==> src/rtl/int_ctrl_pkg.sv <==
// int_ctrl shared types: FSM state enum, source limit, default port IDs.
// Imported by the interrupt controller and its priority encoder.
package int_ctrl_pkg;

  localparam int MAX_SRC = 8;

  localparam logic [7:0] MASK_ID_DEF = 8'h90;
  localparam logic [7:0] PEND_ID_DEF = 8'h91;
  localparam logic [7:0] ACK_ID_DEF  = 8'h92;
  localparam logic [7:0] VEC_ID_DEF  = 8'h93;

  typedef enum logic [1:0] {
    IDLE,
    ASSERT,
    WAIT_ACK
  } state_t;

endpackage

==> src/rtl/int_ctrl_if.sv <==
// MCU port bus seen by int_ctrl.
// master: PORT_ID/OUT_PORT/IO_STRB out, IN_PORT_DATA in; slave: reverse.
interface int_ctrl_if;

  logic [7:0] PORT_ID;
  logic [7:0] OUT_PORT;
  logic       IO_STRB;
  logic [7:0] IN_PORT_DATA;

  modport master (
    output PORT_ID,
    output OUT_PORT,
    output IO_STRB,
    input  IN_PORT_DATA
  );

  modport slave (
    input  PORT_ID,
    input  OUT_PORT,
    input  IO_STRB,
    output IN_PORT_DATA
  );

endinterface

==> src/rtl/int_prio_enc.sv <==
// Circular priority encoder over 8 requests starting at index start.
// Ports: req[8], start[3] in; valid, idx[3] out (first set bit found).
module int_prio_enc
  import int_ctrl_pkg::*;
(
  input  logic [MAX_SRC-1:0] req,
  input  logic [2:0]         start,
  output logic               valid,
  output logic [2:0]         idx
);

  logic [2:0] j;

  always_comb begin
    valid = 1'b0;
    idx   = 3'd0;
    j     = 3'd0;
    for (int i = 0; i < MAX_SRC; i++) begin
      j = start + 3'(i);
      if (!valid && req[j]) begin
        valid = 1'b1;
        idx   = j;
      end
    end
  end

endmodule

==> src/rtl/int_ctrl.sv <==
// Port-mapped interrupt controller: edge-detect, mask, priority, pulse.
// Ports: CLK, RESET_N (sync, low), IRQ_IN, INT_OUT, bus (slave).
// Build option INT_CTRL_ROTATE_PRIO_EN selects round-robin priority.
module int_ctrl
  import int_ctrl_pkg::*;
#(
  parameter int         NUM_SRC   = 4,
  parameter int         PULSE_LEN = 2,
  parameter logic [7:0] MASK_ID   = MASK_ID_DEF,
  parameter logic [7:0] PEND_ID   = PEND_ID_DEF,
  parameter logic [7:0] ACK_ID    = ACK_ID_DEF,
  parameter logic [7:0] VEC_ID    = VEC_ID_DEF
) (
  input  logic               CLK,
  input  logic               RESET_N,
  input  logic [NUM_SRC-1:0] IRQ_IN,
  output logic               INT_OUT,
  int_ctrl_if.slave          bus
);

  localparam int CW = (PULSE_LEN > 1) ? $clog2(PULSE_LEN) : 1;

  logic [NUM_SRC-1:0] mask;
  logic [NUM_SRC-1:0] pending;
  logic [NUM_SRC-1:0] irq_prev;
  logic [NUM_SRC-1:0] rise;
  logic [NUM_SRC-1:0] ack_clr;
  logic [NUM_SRC-1:0] req;
  logic [7:0]         mask8;
  logic [7:0]         pend8;
  logic [7:0]         req8;
  logic               mask_we;
  logic               in_service;
  logic               win_vld;
  logic [2:0]         win_idx;
  logic [2:0]         start;
  logic [2:0]         cur_src;
  logic [CW-1:0]      cnt;
  state_t             state;

  assign mask_we = bus.IO_STRB && (bus.PORT_ID == MASK_ID);
  assign ack_clr = (bus.IO_STRB && (bus.PORT_ID == ACK_ID))
                 ? bus.OUT_PORT[NUM_SRC-1:0] : '0;
  assign rise    = IRQ_IN & ~irq_prev;
  assign req     = pending & mask;
  assign mask8   = 8'(mask);
  assign pend8   = 8'(pending);
  assign req8    = 8'(req);
  assign in_service = (state == WAIT_ACK);

`ifdef INT_CTRL_ROTATE_PRIO_EN
  logic [2:0] last_served;

  assign start = (last_served == 3'(NUM_SRC-1))
               ? 3'd0 : last_served + 3'd1;

  always_ff @(posedge CLK) begin
    if (!RESET_N) begin
      last_served <= 3'(NUM_SRC-1);
    end else if (state == IDLE && win_vld) begin
      last_served <= win_idx;
    end
  end
`else
  assign start = 3'd0;
`endif

  int_prio_enc u_enc (
    .req   (req8),
    .start (start),
    .valid (win_vld),
    .idx   (win_idx)
  );

  always_ff @(posedge CLK) begin
    if (!RESET_N) begin
      // Track the live level so a source held high gives no edge.
      irq_prev <= IRQ_IN;
      mask     <= '0;
      pending  <= '0;
      state    <= IDLE;
      cur_src  <= 3'd0;
      cnt      <= '0;
      INT_OUT  <= 1'b0;
    end else begin
      irq_prev <= IRQ_IN;
      if (mask_we) mask <= bus.OUT_PORT[NUM_SRC-1:0];
      // New edge beats a same-cycle acknowledge.
      pending <= (pending & ~ack_clr) | rise;
      unique case (state)
        IDLE: begin
          if (win_vld) begin
            cur_src <= win_idx;
            cnt     <= CW'(PULSE_LEN-1);
            state   <= ASSERT;
            INT_OUT <= 1'b1;
          end
        end
        ASSERT: begin
          if (cnt == '0) begin
            state   <= WAIT_ACK;
            INT_OUT <= 1'b0;
          end else begin
            cnt <= cnt - 1'b1;
          end
        end
        WAIT_ACK: begin
          if (!pend8[cur_src] || !mask8[cur_src]) state <= IDLE;
        end
        default: begin
          state   <= IDLE;
          INT_OUT <= 1'b0;
        end
      endcase
    end
  end

  always_comb begin
    bus.IN_PORT_DATA = 8'h00;
    unique case (1'b1)
      (bus.PORT_ID == MASK_ID): bus.IN_PORT_DATA = mask8;
      (bus.PORT_ID == PEND_ID): bus.IN_PORT_DATA = pend8;
      (bus.PORT_ID == VEC_ID):
        bus.IN_PORT_DATA = {in_service, 4'b0, cur_src};
      default: bus.IN_PORT_DATA = 8'h00;
    endcase
  end

endmodule

==> src/flat_wrapper.sv <==
// flat-port wrapper written by rule: the top's interface ports become plain ports
module int_ctrl_flat import int_ctrl_pkg::*;
#(
  parameter int         NUM_SRC   = 4,
  parameter int         PULSE_LEN = 2,
  parameter logic [7:0] MASK_ID   = MASK_ID_DEF,
  parameter logic [7:0] PEND_ID   = PEND_ID_DEF,
  parameter logic [7:0] ACK_ID    = ACK_ID_DEF,
  parameter logic [7:0] VEC_ID    = VEC_ID_DEF
)
  (CLK, RESET_N, IRQ_IN, INT_OUT, bus_PORT_ID, bus_OUT_PORT, bus_IO_STRB, bus_IN_PORT_DATA);
  int_ctrl_if bus_i ();
  input  logic CLK;
  input  logic RESET_N;
  input  logic [NUM_SRC-1:0] IRQ_IN;
  output logic INT_OUT;
  input wire logic [$bits(bus_i.PORT_ID)-1:0] bus_PORT_ID;
  input wire logic [$bits(bus_i.OUT_PORT)-1:0] bus_OUT_PORT;
  input wire logic [$bits(bus_i.IO_STRB)-1:0] bus_IO_STRB;
  output wire logic [$bits(bus_i.IN_PORT_DATA)-1:0] bus_IN_PORT_DATA;
  assign bus_i.PORT_ID = bus_PORT_ID;
  assign bus_i.OUT_PORT = bus_OUT_PORT;
  assign bus_i.IO_STRB = bus_IO_STRB;
  assign bus_IN_PORT_DATA = bus_i.IN_PORT_DATA;
  int_ctrl #(.NUM_SRC(NUM_SRC), .PULSE_LEN(PULSE_LEN), .MASK_ID(MASK_ID), .PEND_ID(PEND_ID), .ACK_ID(ACK_ID), .VEC_ID(VEC_ID)) u_core (.CLK(CLK), .RESET_N(RESET_N), .IRQ_IN(IRQ_IN), .INT_OUT(INT_OUT), .bus(bus_i));
endmodule
==> config.mk <==
export PLATFORM = sky130hd
export DESIGN_NAME = int_ctrl_flat
export DESIGN_NICKNAME = d
export VERILOG_FILES = /design/src/rtl/int_ctrl_pkg.sv /design/src/rtl/int_ctrl_if.sv /design/src/rtl/int_prio_enc.sv /design/src/rtl/int_ctrl.sv /design/src/flat_wrapper.sv
export SDC_FILE = /design/constraint.sdc
export NUM_CORES = 1
export LEC_CHECK = 0
export CAP_MARGIN = 20
export CORE_MARGIN = 2
export CORE_UTILIZATION = 47
export DETAILED_ROUTE_END_ITERATION = 12
export PLACE_DENSITY = 0.83
export SLEW_MARGIN = 20
export SYNTH_ARGS = -nofsm -noshare
export SYNTH_HDL_FRONTEND = slang
export SYNTH_SLANG_ARGS = --single-unit
export TNS_END_PERCENT = 10
==> constraint.sdc <==
create_clock -name CLK -period 5.5 [get_ports CLK]
set_clock_uncertainty 0.1 [all_clocks]
set_input_delay 1.1 -clock CLK [delete_from_list [all_inputs] [get_ports CLK]]
set_output_delay 1.1 -clock CLK [all_outputs]
set_load 0.02 [all_outputs]
==> results.md, run 1 <==
- Count of TritonRoute iterations in the first routing pass: 4
- Startpoint of the tightest hold check path: u_core.INT_OUT
- Fin crit share: 0.7444
- Largest delay share family, worst path: buffers and inverters
- Antenna Diode Count: 0
- Upper clock frequency limit: 244.2 MHz
- Clock latency on the worst-skew pair: 0.29 ns
- Final routed wirelength across all metal layers: 1800 µm
- Placed inst area: 1134 µm²
- I/O Pins: 32
- Worst IR drop on VDD: 0.1888 mV
- Combinational group share of total power: 0.119
- Overall die area: 2289 µm²
- Die span in y: 47.84 µm
- Vias in the first global route: 736
- Critical path depth: 6
- Critical-path maximum fanout: 9
- Distinct cell type count after synthesis: 30
- End-of-flow core utilization: 0.6631
- Relative contribution of the clock network to total power: 0.325
- Pint: 0.1913 mW
- Fill cells: 154
- Cell Chain, Critical Path: clkdlybuf4s50_1, mux2i_1, nor2_1, a31oi_1, nor2_1, clkdlybuf4s50_1
- Origin of the worst setup path: bus_PORT_ID[0]
- Sw Share: 0.2232
- Max-cap viol count: 0
- Standard-cell row count: 15
- Initial antenna violation count: 0
- Via count of the routed design: 766
- Slew at the pin closest to its max-slew limit: 0.6694 ns
- Yosys synthesis warning count: 0
- DRC violation total after the first TritonRoute iteration: 15
- Via/cell ratio: 5.141
- Remaining design rule violation count: 0
- Cells after Synth: 102
- Clock slew seen by the registers of the worst setup and hold paths: 0.10 ns
- Crit path required time: 4.30 ns
- Maximum number of pins on one net before global-route repair: 22
- CP Buf/Inv Count: 2
- Finish-stage setup viols: 0
- Number of clock buffers inserted by TritonCTS: 3
- Path depth of the worst reg2reg path: 4
- Portion of the post-synthesis area used by sequential elements: 0.3989
- Effective utilization at floorplan: 0.5121
- Total of hold buffers inserted after clock tree synthesis: 0
- Type of the setup path with the least slack: in2out
- Input/output buffers: 24
- Leak Pwr: 0.4961 nW
- Endpoint of the lowest-slack register-to-register path: u_core.state[1]
- Horizontal die dimension: 47.84 µm
- Post-Syn Area per Cell: 8.857 µm²
- Post-route cell area: 1170 µm²
- Endpoint class of the critical path: output pin
- Clock tree root driver cell: sky130_fd_sc_hd__clkbuf_4
- Most frequent standard cell in the layout excluding fill and tap cells: sky130_fd_sc_hd__nand2_1
- Syn Std Cell Area: 903.4 µm²
- Final-layout setup total negative slack: 0 ns
- RSZ-0062 raised after global routing: no
- Proportion of power drawn by flip-flops and latches: 0.556
- Layout area overhead: 29.50%
- Net count, final: 148
- CTS Buffer Depth: 2
- Clock period minus worst slack: 4.094 ns
- Nature of the critical path startpoint: primary input
- Largest stage delay, worst path: 0.71 ns
- Post-detailed-route wirelength per cell: 12.08 µm
- Area of the placeable core: 1764 µm²
- Wire length of the first global-routing pass: 2925 µm
- Routability congestion estimate from global placement: 0.7346
- Register-to-register setup slack: 4.07 ns
- Reported net switching power: 0.05496 mW
- Number of pins with negative max-slew slack in the final report: 0
- Power Density: 210.5 nW/µm²
- Hold Violations, Final: 0
- Number of routed nets with antenna violations: 0
- Gr ovfl total: 0
- Flip-flop and latch count after synthesis: 18
- GR Util All Layers: 0.1888
- Clock tree from TritonCTS: yes
- Clock Sinks: 18
- Post-place setup slack: 1.400 ns
- Worst Hold Class: reg2reg
- Share of cells above drive strength 1: 0.06452
- Outcome: finished clean
- Most frequent cells in the layout: sky130_fd_sc_hd__nand2_1 (26), sky130_fd_sc_hd__clkdlybuf4s50_1 (24), sky130_fd_sc_hd__dfxtp_1 (18)
- Worst Slack Setup Final: 1.406 ns
- Post-CTS setup buffer count: 0
- Register area: 360.3 µm²
- H-tree levels: 1
- Master of the slowest instance on the critical path: sky130_fd_sc_hd__clkdlybuf4s50_1
- Arr. time, crit path: 2.89 ns
- Post-CTS sizing: 0
- CP Capture Point: bus_IN_PORT_DATA[0]
- Relative slew slack: 0.5523
- HPWL after DPL: 1416 µm
- Worst r2r src: u_core.pending[3]
- Area of combinational cells with multiple inputs: 494.2 µm²
## logic make-up (layout without fill, tap and decap cells)
group	Yosys count	in the layout	share of synthesized area
multiplexers	10	10	0.1247
AND/OR/NAND/NOR	49	49	0.2936
flip-flops	18	18	0.3989
AO/OA/AOI/OAI	14	14	0.1163
buffers and inverters	10	30	0.06232
other	1	3	0.004151
## per-stage QoR
| stage | power (mW) | hold slack [ns] | cells |
|---|---|---|---|
| floorplan | 0.1542 | 0.3506 | 104 |
| global route | 0.2573 | 0.4152 | 149 |
| finish | 0.2463 | 0.3806 | 149 |
| global placement | 0.1683 | 0.3590 | 145 |
| CTS | 0.2485 | 0.3863 | 149 |
| detailed placement | 0.1693 | 0.3719 | 145 |
## Yosys cell counts
| master | count | share of area |
|---|---|---|
| sky130_fd_sc_hd__a2111oi_0 | 1 | 0.0097 |
| sky130_fd_sc_hd__a211oi_1 | 1 | 0.0083 |
| sky130_fd_sc_hd__a21boi_0 | 1 | 0.0083 |
| sky130_fd_sc_hd__a21oi_1 | 1 | 0.0055 |
| sky130_fd_sc_hd__a31oi_1 | 2 | 0.014 |
| sky130_fd_sc_hd__a32o_1 | 1 | 0.011 |
| sky130_fd_sc_hd__and3b_1 | 1 | 0.0097 |
| sky130_fd_sc_hd__buf_4 | 3 | 0.025 |
| sky130_fd_sc_hd__buf_6 | 1 | 0.012 |
| sky130_fd_sc_hd__clkbuf_1 | 4 | 0.017 |
| sky130_fd_sc_hd__conb_1 | 1 | 0.0042 |
| sky130_fd_sc_hd__dfxtp_1 | 18 | 0.40 |
| sky130_fd_sc_hd__inv_1 | 2 | 0.0083 |
| sky130_fd_sc_hd__mux2i_1 | 9 | 0.10 |
| sky130_fd_sc_hd__mux4_2 | 1 | 0.025 |
| sky130_fd_sc_hd__nand2_1 | 26 | 0.11 |
| sky130_fd_sc_hd__nand2b_1 | 2 | 0.014 |
| sky130_fd_sc_hd__nand3_1 | 1 | 0.0055 |
| sky130_fd_sc_hd__nand3b_1 | 4 | 0.033 |
| sky130_fd_sc_hd__nand3b_4 | 1 | 0.022 |
| sky130_fd_sc_hd__nand4_1 | 1 | 0.0069 |
| sky130_fd_sc_hd__nor2_1 | 7 | 0.029 |
| sky130_fd_sc_hd__nor2b_1 | 1 | 0.0069 |
| sky130_fd_sc_hd__nor3_1 | 3 | 0.017 |
| sky130_fd_sc_hd__nor4b_4 | 1 | 0.026 |
| sky130_fd_sc_hd__o211a_1 | 1 | 0.011 |
| sky130_fd_sc_hd__o211ai_1 | 4 | 0.033 |
| sky130_fd_sc_hd__o21ai_0 | 1 | 0.0055 |
| sky130_fd_sc_hd__o22a_1 | 1 | 0.0097 |
| sky130_fd_sc_hd__or4b_4 | 1 | 0.015 |
## worst register-to-register path, stage by stage, from the launching register on
cell                      delay (ns)
sky130_fd_sc_hd__dfxtp_1        0.40
sky130_fd_sc_hd__nand2_1        0.11
sky130_fd_sc_hd__mux4_2         0.49
sky130_fd_sc_hd__o22a_1         0.21
sky130_fd_sc_hd__nor2_1         0.07
## power groups by stage
stage	logic [mW]	clock network [mW]	registers, mW
floorplan	0.0151	0	0.139
global placement	0.0287	0	0.140
detailed placement	0.0294	0	0.140
CTS	0.0295	0.0821	0.137
global route	0.0321	0.0878	0.137
finish	0.0294	0.0800	0.137
## cell type report
class,count,share of cell area
sequential,18,0.3080
tap,25,0.02674
multi-input combinational,76,0.4225
timing repair buffer,24,0.2053
clock buffer,4,0.03102
inverter,2,0.006417
## worst min path at each step
stage	slack (ns)	to	cells after the start
after floorplan	0.35	u_core.mask[0]	2
after global placement	0.36	u_core.mask[0]	2
after detailed placement	0.37	u_core.mask[0]	2
after CTS	0.39	u_core.mask[0]	2
after global routing	0.42	u_core.mask[0]	2
final	0.38	u_core.INT_OUT	2
## per-layer routing
layer | vias to the layer above | global-route usage | wire [µm]
li1 | 392 | - | -
met1 | 354 | 0.2102 | 751
met2 | 18 | 0.3413 | 955
met3 | 2 | 0.03396 | 80
met4 | 0 | 0.09189 | 12
met5 | - | 0 | 0
## sequential cells by signal (all words and copies together) (netlist names)
signal	flops
u_core.cur_src	2
u_core.mask	4
u_core.state	2
u_core.INT_OUT	1
u_core.irq_prev	4
u_core.cnt	1
u_core.pending	4
Note: power is estimated with default switching activity, not from simulation.
==> inputs of run 2 (changes only) <==
--- a/config.mk
+++ b/config.mk
@@ -7,9 +7,9 @@
 export LEC_CHECK = 0
 export CAP_MARGIN = 20
 export CORE_MARGIN = 2
-export CORE_UTILIZATION = 47
+export CORE_UTILIZATION = 39
 export DETAILED_ROUTE_END_ITERATION = 12
-export PLACE_DENSITY = 0.83
+export PLACE_DENSITY = 0.74
 export SLEW_MARGIN = 20
 export SYNTH_ARGS = -nofsm -noshare
 export SYNTH_HDL_FRONTEND = slang
==> constraint.sdc (replaced) <==
create_clock -name CLK -period 3.6 [get_ports CLK]
set_clock_uncertainty 0.1 [all_clocks]
set_input_delay 0.72 -clock CLK [delete_from_list [all_inputs] [get_ports CLK]]
set_output_delay 0.72 -clock CLK [all_outputs]
set_load 0.02 [all_outputs]
==> run 2 against run 1 <==
  * Routed wire length is 2.4% lower
  * Sequential share of layout area is 0.066 points higher
  * Total power is 42% higher
  * Final area is 0.21% lower
  * Final cell count is 2.0% higher
  * Via count is 1.2% higher
  * Flip-flop and latch count stayed put
  * Sequential power is 53% higher
  * Non-clock buffer count is 1 higher
  * Critical path type unchanged
  * Largest cell class unchanged
  * Largest power group unchanged
  * Highest routed layer is now met3
==> results.md, run 2 (synthesized netlist as in run 1, its figures left out) <==
- Outcome: finished clean
- Crit path required time: 2.78 ns
- Clock Sinks: 18
- Post-CTS sizing: 0
- WHS Path Cells: 2
- Endpoint class of the critical path: output pin
- Remaining design rule violation count: 0
- Layout area overhead: 29.22%
- Worst IR drop on VDD: 0.2628 mV
- Worst Hold Class: reg2reg
- Total of hold buffers inserted after clock tree synthesis: 0
- DRC violation total after the first TritonRoute iteration: 6
- Final routed wirelength across all metal layers: 1757 µm
- Number of routed nets with antenna violations: 0
- Standard-cell row count: 17
- Net count, final: 149
- Die span in y: 52.13 µm
- Area of the placeable core: 2191 µm²
- Input/output buffers: 24
- CTS Buffer Depth: 2
- Clock period minus worst slack: 3.331 ns
- Fin crit share: 0.9254
- Antenna Diode Count: 0
- Arr. time, crit path: 2.51 ns
- Leak Pwr: 0.4938 nW
- Vias in the first global route: 766
- Share of cells above drive strength 1: 0.06452
- H-tree levels: 1
- Clock latency on the worst-skew pair: 0.28 ns
- Critical-path maximum fanout: 10
- Endpoint of the lowest-slack register-to-register path: u_core.state[1]
- Number of clock buffers inserted by TritonCTS: 3
- Finish-stage setup viols: 0
- Effective utilization at floorplan: 0.4123
- Via/cell ratio: 5.099
- Routability congestion estimate from global placement: 0.8092
- Final-layout setup total negative slack: 0 ns
- Most frequent standard cell in the layout excluding fill and tap cells: sky130_fd_sc_hd__nand2_1
- Initial antenna violation count: 0
- Origin of the worst setup path: bus_PORT_ID[3]
- End-of-flow core utilization: 0.5328
- Overall die area: 2718 µm²
- Regs by FF count: u_core.irq_prev (4), u_core.mask (4), u_core.pending (4)
- Hold Violations, Final: 0
- Most frequent cells in the layout: sky130_fd_sc_hd__nand2_1 (26), sky130_fd_sc_hd__clkdlybuf4s50_1 (24), sky130_fd_sc_hd__dfxtp_1 (18)
- CP Capture Point: bus_IN_PORT_DATA[7]
- Gr ovfl total: 0
- Nature of the critical path startpoint: primary input
- Path depth of the worst reg2reg path: 4
- HPWL after DPL: 1343 µm
- Type of the setup path with the least slack: in2out
- Register-to-register setup slack: 2.19 ns
- Horizontal die dimension: 52.13 µm
- Wire length of the first global-routing pass: 3015 µm
- Power Density: 299.3 nW/µm²
- Clock slew seen by the registers of the worst setup and hold paths: 0.09 ns
- Number of pins with negative max-slew slack in the final report: 0
- Upper clock frequency limit: 300.2 MHz
- Via count of the routed design: 775
- Worst r2r src: u_core.pending[3]
- RSZ-0062 raised after global routing: no
- Post-detailed-route wirelength per cell: 11.56 µm
- Max-cap viol count: 0
- Clock tree from TritonCTS: yes
- Maximum number of pins on one net before global-route repair: 22
- Count of TritonRoute iterations in the first routing pass: 4
- I/O Pins: 32
- GR Util All Layers: 0.1481
- Post-CTS setup buffer count: 0
- Clock tree root driver cell: sky130_fd_sc_hd__clkbuf_4
run 2: cell types whose count changed in the layout (fill, tap and decap cells not counted):
| cell | before | now |
|---|---|---|
| sky130_fd_sc_hd__buf_4 | 0 | 1 |
| sky130_fd_sc_hd__clkbuf_8 | 1 | 0 |
run 2: through the flow:
stage	cell area [µm²]	setup slack, ns	instances	hold slack, ns	total power, mW
2_1_floorplan	910.9	1.082	104	0.3506	0.2355
3_3_place_gp	1145	0.2678	149	0.3583	0.2581
3_5_place_dp	1145	0.2576	149	0.3633	0.2592
5_1_grt	1167	0.1540	152	0.3960	0.3654
4_1_cts	1167	0.2510	152	0.3809	0.3561
6_report	1167	0.2686	152	0.3716	0.3494
run 2: final cells by class:
type / instances / area [µm²]
Clock buffer: 3 / 22.52
Fill cell: 213 / 1023
Inverter: 2 / 7.507
Multi-Input combinational cell: 76 / 494.2
Sequential cell: 18 / 360.3
Tap cell: 28 / 35.03
Timing Repair Buffer: 25 / 247.7
run 2: routing by layer:
layer,vias to the layer above,share of wire,global-route usage
met5,-,0,0
met1,362,0.43,0.1619
met4,0,0,0.05556
li1,395,-,-
met3,0,0.043,0.02586
met2,18,0.52,0.2806
run 2: critical path, stage by stage:
cell,delay (ns)
sky130_fd_sc_hd__clkdlybuf4s50_1,0.44
sky130_fd_sc_hd__nor4b_4,0.33
sky130_fd_sc_hd__nand3b_4,0.17
sky130_fd_sc_hd__nor3_1,0.21
sky130_fd_sc_hd__clkdlybuf4s50_1,0.63
run 2: power by group:
group	internal, mW	switching [mW]	leakage (nW)
Clock	0.0388	0.0561	0.0138
Sequential	0.205	0.00398	0.148
Combinational	0.0262	0.0191	0.332
Total	0.270	0.0792	0.494
run 2: worst min path at each step:
stage | end | from | slack (ns)
finish | u_core.INT_OUT | u_core.INT_OUT | 0.37
global route | u_core.pending[1] | u_core.irq_prev[1] | 0.40
CTS | u_core.INT_OUT | u_core.INT_OUT | 0.38
detailed placement | u_core.INT_OUT | u_core.INT_OUT | 0.36
global placement | u_core.mask[2] | u_core.mask[2] | 0.36
floorplan | u_core.mask[0] | u_core.mask[0] | 0.35
==> inputs of run 3 (changes only) <==
--- a/config.mk
+++ b/config.mk
@@ -10,6 +10,7 @@
 export CORE_UTILIZATION = 39
 export DETAILED_ROUTE_END_ITERATION = 12
 export PLACE_DENSITY = 0.74
+export REMOVE_ABC_BUFFERS = 1
 export SLEW_MARGIN = 20
 export SYNTH_ARGS = -nofsm -noshare
 export SYNTH_HDL_FRONTEND = slang
==> run 3 against run 2 <==
  * Non-clock buffer count unchanged
  * Critical path depth unchanged
  * Core utilization increased by 0.63 points
  * Largest power group unchanged
  * Global-route usage increased by 0.50 points
  * Sequential power about the same
  * Combinational power about the same
  * Routed wire length increased by 5.2%
  * Clock power increased by 29%
  * Die area unchanged
  * Maximum frequency decreased by 0.37%
==> results.md, run 3 (synthesized netlist as in run 1, its figures left out) <==
- Master of the slowest instance on the critical path: sky130_fd_sc_hd__clkdlybuf4s50_1
- Outcome: finished clean
- Crit path required time: 2.78 ns
- Cell Chain, Critical Path: clkdlybuf4s50_1, nor4b_4, nand3b_4, nor3_1, clkdlybuf4s50_1
- Maximum number of pins on one net before global-route repair: 12
- Remaining design rule violation count: 0
- Arr. time, crit path: 2.52 ns
- Final routed wirelength across all metal layers: 1848 µm
- Most numerous cell on the critical path: sky130_fd_sc_hd__clkdlybuf4s50_1
- Die span in y: 52.13 µm
- Net count, final: 149
- Upper clock frequency limit: 299.1 MHz
- DRC violation total after the first TritonRoute iteration: 10
- Clock tree from TritonCTS: yes
- Initial antenna violation count: 0
- Most frequent cells in the layout: sky130_fd_sc_hd__nand2_1 (26), sky130_fd_sc_hd__clkdlybuf4s50_1 (24), sky130_fd_sc_hd__dfxtp_1 (18)
- Post-place setup slack: 0.2439 ns
- Area of the placeable core: 2191 µm²
- Type of the setup path with the least slack: in2out
- H-tree levels: 1
- Worst Hold Class: reg2reg
- Count of TritonRoute iterations in the first routing pass: 4
- Final Total Pwr: 0.3767 mW
- Placed inst area: 1145 µm²
- Effective utilization at floorplan: 0.4123
- Via count of the routed design: 787
- Total of hold buffers inserted after clock tree synthesis: 0
- Clock period minus worst slack: 3.344 ns
- Standard-cell row count: 17
- Post-CTS setup buffer count: 0
- Fin crit share: 0.9289
- Via/cell ratio: 5.144
- Count of placed standard cells in the final layout, fillers left out: 153
- RSZ-0062 raised after global routing: no
- Post-Route Hold Slack: 0.3753 ns
- Clock Sinks: 18
- Regs by FF count: u_core.irq_prev (4), u_core.mask (4), u_core.pending (4)
- Gr ovfl total: 0
- Horizontal die dimension: 52.13 µm
- Input/output buffers: 24
- Vias in the first global route: 754
- Clock tree root driver cell: sky130_fd_sc_hd__clkbuf_4
- Nature of the critical path startpoint: primary input
- Clock latency on the worst-skew pair: 0.29 ns
- Leak Pwr: 0.5010 nW
- Post-route cell area: 1181 µm²
- Hold Violations, Final: 0
- Endpoint class of the critical path: output pin
- Largest stage delay, worst path: 0.63 ns
- Post-Place Cells: 149
- Final-layout setup total negative slack: 0 ns
- GR Util All Layers: 0.1531
- Wire length of the first global-routing pass: 3084 µm
- Overall die area: 2718 µm²
- I/O Pins: 32
- Max-cap viol count: 0
- Critical-path maximum fanout: 10
- End-of-flow core utilization: 0.5391
- Number of pins with negative max-slew slack in the final report: 0
- Finish-stage setup viols: 0
- Power Density: 318.9 nW/µm²
- Worst IR drop on VDD: 0.2518 mV
- CTS Buffer Depth: 2
- Layout area overhead: 30.75%
- Antenna Diode Count: 0
- HPWL after DPL: 1499 µm
- Post-CTS sizing: 0
- Number of clock buffers inserted by TritonCTS: 3
- Share of cells above drive strength 1: 0.07200
- Routability congestion estimate from global placement: 0.8009
- Worst Slack Setup Final: 0.2561 ns
- Number of routed nets with antenna violations: 0
- Post-detailed-route wirelength per cell: 12.08 µm
- Clock slew seen by the registers of the worst setup and hold paths: 0.10 ns
- Most frequent standard cell in the layout excluding fill and tap cells: sky130_fd_sc_hd__nand2_1
run 3: area by class of cell:
type | instances | area (µm²)
clock buffers | 4 | 36.28
fillers | 211 | 1010
well taps | 28 | 35.03
multi-input cells | 76 | 494.2
repair buffers | 25 | 247.7
flip-flops and latches | 18 | 360.3
inverters | 2 | 7.507
run 3: path summary, 6_finish.rpt:
path / slack, ns / end / cells past startpoint / start
max: 0.26 / bus_IN_PORT_DATA[3] / 5 / bus_PORT_ID[3]
min: 0.38 / u_core.INT_OUT / 2 / u_core.INT_OUT
max reg2reg: 2.18 / u_core.state[1] / 4 / u_core.pending[3]
min reg2reg: 0.38 / u_core.INT_OUT / 2 / u_core.INT_OUT
run 3: per-layer routing:
layer	track usage	routed length [µm]
met5	0	0
met4	0.02564	0
met3	0.05460	123
met2	0.2848	953
met1	0.1676	772
run 3: critical path: cells and delay by family:
kind	cells	cell delay (ns)
and+or+nand+nor	3	0.73
buffers and inverters	2	1.07
run 3: power by group:
group | leakage, nW | switching [mW] | internal (mW)
combinational | 0.332 | 0.0193 | 0.0262
sequential | 0.148 | 0.00399 | 0.205
clock | 0.0210 | 0.0604 | 0.0616
total | 0.501 | 0.0837 | 0.293
